### config.mk
export PLATFORM = sky130hd
export DESIGN_NAME = z_divider_seq_32
export DESIGN_NICKNAME = d
export VERILOG_FILES = /design/src/rtl/z_divider_seq_32.sv
export SDC_FILE = /design/constraint.sdc
export NUM_CORES = 1
export LEC_CHECK = 0
export CORE_MARGIN = 8
export CORE_UTILIZATION = 46
export DETAILED_ROUTE_END_ITERATION = 10
export PLACE_DENSITY = 0.69
export SETUP_SLACK_MARGIN = 0.4
export SKIP_CTS_REPAIR_TIMING = 1
export SLEW_MARGIN = 20
export SYNTH_ARGS = -nofsm -noshare
export SYNTH_HDL_FRONTEND = slang
export SYNTH_SLANG_ARGS = --single-unit
### constraint.sdc
create_clock -name clock -period 7.03 [get_ports clock]
set_input_delay 0.703 -clock clock [delete_from_list [all_inputs] [get_ports clock]]
set_output_delay 0.703 -clock clock [all_outputs]
set_load 0.05 [all_outputs]
### src/rtl/z_divider_seq_32.sv
// z_divider_seq_32 -- 32-bit sequential restoring divider.
//
// Runs one quotient bit per clock, MSB first, with a 32-step BUSY phase.
// A zero divisor skips BUSY and reports div_exception directly.
// Trial subtraction uses z_adder_select_4x8, a 32-bit adder built from
// four 8-bit carry-select slices.
//
// Build option: define DIV_SIGNED_EN for two's-complement operands.
// The core divides magnitudes, and the signs are applied on the final step.
// The quotient sign is dividend[31]^divisor[31].
// The remainder sign follows the dividend.
// Undefined (default): operands are unsigned and no sign logic is built.
//
// Ports:
//   clock         rising-edge clock
//   reset_n       asynchronous active-low reset
//   start         divide request, honoured only in IDLE
//   dividend      numerator, captured on the accepting edge
//   divisor       denominator, captured on the accepting edge
//   quotient      registered quotient
//   remainder     registered remainder
//   result_rdy    one-cycle pulse while in DONE; results valid
//   div_exception divisor was zero; valid with result_rdy
//   busy          high in BUSY and DONE

module z_adder_select_4x8 (
  input  logic [31:0] a,
  input  logic [31:0] b,
  input  logic        c_in,
  output logic [31:0] sum,
  output logic        c_out
);

  logic [4:0] carry;

  assign carry[0] = c_in;

  // Each slice precomputes both carry-in cases and selects on the ripple carry.
  for (genvar g = 0; g < 4; g++) begin : g_slice
    logic [8:0] sum0;
    logic [8:0] sum1;
    assign sum0 = {1'b0, a[g*8 +: 8]} + {1'b0, b[g*8 +: 8]};
    assign sum1 = {1'b0, a[g*8 +: 8]} + {1'b0, b[g*8 +: 8]} + 9'd1;
    assign sum[g*8 +: 8] = carry[g] ? sum1[7:0] : sum0[7:0];
    assign carry[g+1]    = carry[g] ? sum1[8]   : sum0[8];
  end

  assign c_out = carry[4];

endmodule

module z_divider_seq_32 (
  input  logic        clock,
  input  logic        reset_n,
  input  logic        start,
  input  logic [31:0] dividend,
  input  logic [31:0] divisor,
  output logic [31:0] quotient,
  output logic [31:0] remainder,
  output logic        result_rdy,
  output logic        div_exception,
  output logic        busy
);

  typedef enum logic [1:0] {
    IDLE,
    BUSY,
    DONE
  } state_t;

  state_t      state;
  state_t      state_next;

  logic [5:0]  step;
  logic [31:0] rem_acc;
  logic [31:0] quo_acc;
  logic [31:0] dvs_mag;

  logic [31:0] dividend_mag;
  logic [31:0] divisor_mag;
  logic [31:0] shift_hi;
  logic [31:0] diff;
  logic        diff_carry;
  logic        take;
  logic [31:0] rem_next;
  logic [31:0] quo_next;
  logic [31:0] quo_final;
  logic [31:0] rem_final;
  logic        last_step;
  logic        divisor_zero;

`ifdef DIV_SIGNED_EN
  logic        quo_neg;
  logic        rem_neg;

  assign dividend_mag = dividend[31] ? (~dividend + 32'd1) : dividend;
  assign divisor_mag  = divisor[31]  ? (~divisor  + 32'd1) : divisor;
  assign quo_final    = quo_neg ? (~quo_next + 32'd1) : quo_next;
  assign rem_final    = rem_neg ? (~rem_next + 32'd1) : rem_next;
`else
  assign dividend_mag = dividend;
  assign divisor_mag  = divisor;
  assign quo_final    = quo_next;
  assign rem_final    = rem_next;
`endif

  assign divisor_zero = (divisor == '0);
  assign last_step    = (step == 6'd31);

  // Shift {rem_acc, quo_acc} left by one. rem_acc[31] drops out of the
  // 32-bit window. When it is set, the shifted remainder is >= 2^32 > divisor.
  // The subtraction then always succeeds, and the 32-bit difference is exact.
  assign shift_hi = {rem_acc[30:0], quo_acc[31]};

  z_adder_select_4x8 u_trial_sub (
    .a     (shift_hi),
    .b     (~dvs_mag),
    .c_in  (1'b1),
    .sum   (diff),
    .c_out (diff_carry)
  );

  assign take     = diff_carry | rem_acc[31];
  assign rem_next = take ? diff : shift_hi;
  assign quo_next = {quo_acc[30:0], take};

  always_ff @(posedge clock or negedge reset_n) begin
    if (!reset_n) begin
      state <= IDLE;
    end else begin
      state <= state_next;
    end
  end

  always_comb begin
    state_next = state;
    case (state)
      IDLE:    if (start) state_next = divisor_zero ? DONE : BUSY;
      BUSY:    if (last_step) state_next = DONE;
      DONE:    state_next = IDLE;
      default: state_next = IDLE;
    endcase
  end

  always_ff @(posedge clock or negedge reset_n) begin
    if (!reset_n) begin
      step          <= '0;
      rem_acc       <= '0;
      quo_acc       <= '0;
      dvs_mag       <= '0;
      quotient      <= '0;
      remainder     <= '0;
      div_exception <= 1'b0;
`ifdef DIV_SIGNED_EN
      quo_neg       <= 1'b0;
      rem_neg       <= 1'b0;
`endif
    end else begin
      case (state)
        IDLE: begin
          if (start) begin
            if (divisor_zero) begin
              quotient      <= '0;
              remainder     <= dividend;
              div_exception <= 1'b1;
            end else begin
              step    <= '0;
              rem_acc <= '0;
              quo_acc <= dividend_mag;
              dvs_mag <= divisor_mag;
`ifdef DIV_SIGNED_EN
              quo_neg <= dividend[31] ^ divisor[31];
              rem_neg <= dividend[31];
`endif
            end
          end
        end
        BUSY: begin
          rem_acc <= rem_next;
          quo_acc <= quo_next;
          step    <= step + 6'd1;
          if (last_step) begin
            quotient      <= quo_final;
            remainder     <= rem_final;
            div_exception <= 1'b0;
          end
        end
        default: ;
      endcase
    end
  end

  assign result_rdy = (state == DONE);
  assign busy       = (state != IDLE);

endmodule

### After elaboration in Yosys (flattened, before gate mapping)

Cells that the tools add are included.

* add/subtract/negate cells: 9
* $mul: 0
* div/mod/pow operators: 0
* $lt $le $gt $ge: 0
* equality and inequality tests: 7
* shifts and indexed selects: 0
* mux-type cells: 32
* bitwise gates (word level): 3
* reductions and logical operators: 8

Operators by type and width (count)
* 32-bit two-way mux: 11
* 32-bit case mux with 2 select lines: 4
* 8-bit by 8-bit adder with 9-bit output: 4
* 9-bit by 1-bit adder with 9-bit output (second input constant): 4
* 32-bit logical NOT: 1
* 32-bit NOT: 1
* 8-bit two-way mux: 3
* 6-bit two-way mux: 2
* 6-bit case mux with 2 select lines: 1
* 2-bit inequality test (second input constant): 4
* 6-bit by 1-bit adder with 6-bit output (second input constant): 1
* 6-bit by 5-bit == test with 1-bit output (second input constant): 1
* 1-bit two-way mux: 6
* 2-bit two-way mux: 3
* 3-bit AND reduction: 2
* 2-bit case mux with 2 select lines: 1
* 4-bit AND reduction: 1
* 2-bit nonzero test: 2
* 2-bit by 1-bit == test with 1-bit output (second input constant): 1
* 2-bit == test (second input constant): 1
* 2-bit logical NOT: 1
* 1-bit case mux with 2 select lines: 1
* 2-bit AND reduction: 1
* 1-bit NOT: 1
* 1-bit bitwise OR: 1

* bits in registers: 169
* bits in latches: 0
* RAM bits: 0
* ROM bits: 0
* word-level logic and storage cells: 67
* memories kept: 0

### Longest topological paths before layout

* depth in word-level cells: 10
* mapped depth: 17
* gate-level depth less buffers: 14

### Cells and area by module

From an unflattened synthesis, not the netlist that was laid out.

* cell total of the unflattened synthesis: 902
* area total of the unflattened synthesis: 9285.2 um^2

Modules (own cells, without submodules)
* z_divider_seq_32: instances 1, cells each 652, area each 7349.5 um^2, sequential area each 4229.1 um^2
* z_adder_select_4x8: instances 1, cells each 250, area each 1935.6 um^2, sequential area each 0.0 um^2

### Worst setup path before layout

OpenSTA, ideal clock, no wires.

* path kind: flip-flop to flip-flop
* from: register dvs_mag[16]
* to: register remainder[13]
* setup time: 145 ps
* data arrival time: 3765 ps
* data required time: 6885 ps
* path slack: 3120 ps
* cell stages (with the launch flop): 16
* buffers on the path: 1
* clock period less this slack: 3910 ps
* cells stage by stage: dfrtp_1 -> inv_1 -> ha_1 -> inv_1 -> fa_1 -> nand2b_1 -> a21oi_1 -> xnor2_1 -> or4b_4 -> or3b_4 -> o31a_1 -> o31ai_4 -> and2_4 -> buf_4 -> mux2i_1 -> o221ai_1

* word-level cells in the longest chain between the ends: 9

Ends and longest elaborated chain
* start, declared: line 77 `logic [31:0] dvs_mag;`
* start signal, assigned: line 170 `dvs_mag <= divisor_mag;`
* 32-bit NOT *: line 117 `.b (~dvs_mag),`
* 8-bit by 8-bit adder with 9-bit output *: line 42, 43
* 9-bit by 1-bit adder with 9-bit output: line 43 `assign sum1 = {1'b0, a[g*8 +: 8]} + {1'b0, b[g*8 +: 8]} + 9'd1;`
* 1-bit two-way mux * (2 in series): line 45 `assign carry[g+1] = carry[g] ? sum1[8] : sum0[8];`
* 1-bit bitwise OR *: line 123 `assign take = diff_carry | rem_acc[31];`
* 32-bit two-way mux *: line 124 `assign rem_next = take ? diff : shift_hi;`
* 32-bit two-way mux *: line 182 `if (last_step) begin`
* 32-bit case mux with 2 select lines *: line 159 `case (state)`
* end signal, assigned: line 164 `remainder <= dividend;`
* end signal, assigned: line 184 `remainder <= rem_final;`
* end, declared: line 59 `output logic [31:0] remainder,`

Every way passes the cells marked *; elsewhere a longest branch is shown, timed or not. The select of a mux whose other input is x is not followed.
A chain may end at the register's enable or synchronous reset.

### Worst setup path in the final report

* from: register dvs_mag[16]
* to: register remainder[7]

Same word-level chain as after synthesis.

==> summary.md <==
| Metric | Value |
|---|---|
| Iteration-0 DRC count of the detailed router | between 500 and 600 |
| Final worst path period need | 4.55 ns |
| Total gr overflow | 0 |
| CTS tree | done |
| Top_reg_cell synth | dfrtp_1 |
| Largest area contributor in the netlist | dfrtp_1 |
| # setup viols final | 0 |
| Critical path data required time | 7.30 ns |
| Crit Path Category | flip-flop to flip-flop |
| CP Max Fanout | 48 |
| CTS buffer count | 17 |
| Number of synthesized flops with an enable pin | 0 |
| Clk_skew | 0.0101 ns |
| First-pass GRT wire length | between 30 and 40 mm |
| Crit path launch type | flip-flop |
| Nets | 1203 |
| Highest-count cells in the layout ignoring fill and taps | dfrtp_1, nand2_1, clkdlybuf4s50_1, nor2_1, o21ai_0 |
| Max-Cap Viols | 0 |
| Max Fclk | 0.220 GHz |
| Largest net degree at the start of global routing | 95 |
| Die area | 24800 µm² |
| Clock root buffer | clkbuf_16 |
| WL per Instance | 17.6 µm |
| Gr usage total | 0.200 |
| Final period util | 0.647 |
| # diodes | 0 |
| Synth Register Bits | between 150 and 200 |
| Max_slew headroom | 0.369 |
| Hold Vio Cnt, Final | 0 |
| Die X | about 160 µm |
| Core box area | 19500 µm² |
| Synthesis Warnings | 0 |
| Worst-case clock buffer depth | 2 |
| H-tree depth | 4 |
| Worst-Margin Slew | 0.944 ns |
| Setup_tns | 0 ns |
| Register area share after synthesis | 0.459 |
| RSZ-0062 raised after global routing | false |
| Clock sink count | 169 |
| I/O Pins | between 100 and 150 |
| I/O Buffers | 133 |
| Initial antenna violation count | 0 |
| Vias in the first global route | 7208 |
| R2R Setup Slk | 2.48 ns |
| Synthesized cell area | 9210 µm² |
| Reg2reg start | dvs_mag[16] |
| Top cells by area, synth | dfrtp_1, nand2_1, ha_1 |
| Post-Syn Area per Cell | slightly above 9 µm² |
| Die Y | 157 µm |
| Crit path arrival time | 4.82 ns |
| Reg2reg path depth | 14 |
| CP Capture Type | flip-flop |
| Setup crit end | remainder[7] |
| Num rows | between 50 and 60 |
| Post-DRT Antenna Nets | 0 |
| Syn_nets | 1094 |
| Slew Viols, Final | 0 |
| Worst R2R End | remainder[7] |
| Share of the synthesized area in the top cell type | 0.459 |
| Worst skew pair latency | 0.44 ns |
| Vias | 7516 |
| Hold Crit Class | primary input to async pin |
| Clock-pin slew of the registers on the worst-case setup and hold paths | around 0.070 ns |
| DRC Markers | 0 |
| Post-synthesis instance total | 987 |
| Initial core utilization | 0.471 |
| Outcome | completed |
| Area delta synth->final | 22.8% |
| Initial DRT Pass Iterations | 5 |
| Setup crit start | dvs_mag[16] |
| Vias/cell | 5.47 |
| Commonest non-fill, non-tap cell in the layout | dfrtp_1 |
| Layout fillers | 1760 |
| Post-synth ARST share | 1.00 |
| Final WL | ~24 mm |
| Synth cell types | 70 |
| Layout cells sized above 1 | 0.0929 |
| Final GP Congestion | approximately 0.89 |
| Detailed Place HPWL | 18.1 mm |
sequential cells by signal (all words and copies together) (netlist names):
signal,cells
div_exception,1
dvs_mag,32
quo_acc,32
quotient,32
rem_acc,32
remainder,32
state,2
step,6
worst min-delay path by stage:
stage,from,end,slack [ns],cells past startpoint
floorplan,reset_n,div_exception,0.41,0
global placement,quotient[31],quotient[31],0.46,2
detailed placement,quotient[4],quotient[4],0.47,2
CTS,reset_n,quo_acc[31],0.31,1
global route,reset_n,rem_acc[24],0.34,1
finish,reset_n,rem_acc[26],0.28,1
routing by layer:
| metal | wire length, µm | up-vias | part of all wire | global-route usage |
|---|---|---|---|---|
| li1 | - | 3694 | - | - |
| met3 | 1500 | 22 | 0.062 | 0.0351 |
| met5 | 0 | - | 0 | 0 |
| met1 | 12100 | 3595 | 0.50 | 0.298 |
| met4 | 310 | 0 | 0.013 | 0.0521 |
| met2 | 10300 | 205 | 0.43 | 0.294 |
stage by stage:
stage	util	area, µm²	cells	hold WS, ns	setup WS [ns]
2_1_floorplan	-	9210	987	0.407	3.12
4_1_cts	0.579	11300	1374	0.311	2.50
5_1_grt	0.579	11300	1374	0.335	2.19
3_3_place_gp	0.549	10700	1342	0.462	2.65
6_report	0.579	11300	1374	0.284	2.48
3_5_place_dp	0.549	10700	1342	0.470	2.53
synth_stat cells (8+ instances only):
library cell  instances
nand2_1             161
dfrtp_1             169
a21o_1               13
ha_1                 36
o21ai_0              79
mux2_2               36
nand2b_1              9
a31oi_1              48
inv_1                52
a21oi_1              36
nor2_1               80
xnor2_1              28
and2_1               10
clkbuf_1             40
nor3_1               11
o21a_1                8
o221ai_1             12
mux2i_1               9
nand3_1              10
xor2_1               14
nor4_1               11
cell families after synthesis:
logic type / share of synthesized area
adders and majority gates: 0.0576
and+or+nand+nor: 0.163
muxes: 0.0538
AOI/OAI and AO/OA: 0.179
DFF: 0.459
buffers and inverters: 0.0472
xor gates and xnor gates: 0.0400
critical path, stage by stage (launching register included):
cell and delay [ns]:
dfrtp_1 0.38, inv_1 0.06, ha_1 0.15, inv_1 0.05
fa_1 0.40, nand2b_1 0.18, a21oi_1 0.16, xnor2_1 0.14
or4b_4 0.55, or3b_4 0.41, o31a_1 0.39, o31ai_4 0.44
and2_4 0.60, mux2i_1 0.32, o221ai_1 0.14
area by class of cell:
type                    count  area [µm²]  share of cell area
well taps                 265         332              0.0293
clock inverters            15         160              0.0142
repair buffers            141        1390               0.123
multi-input cells         715        4570               0.404
clock buffers              17         425              0.0376
inverters                  52         195              0.0173
flip-flops and latches    169        4230               0.374
Power is not shown: default switching activity piles up to over one toggle a cycle in this logic, so the estimate is an artifact.
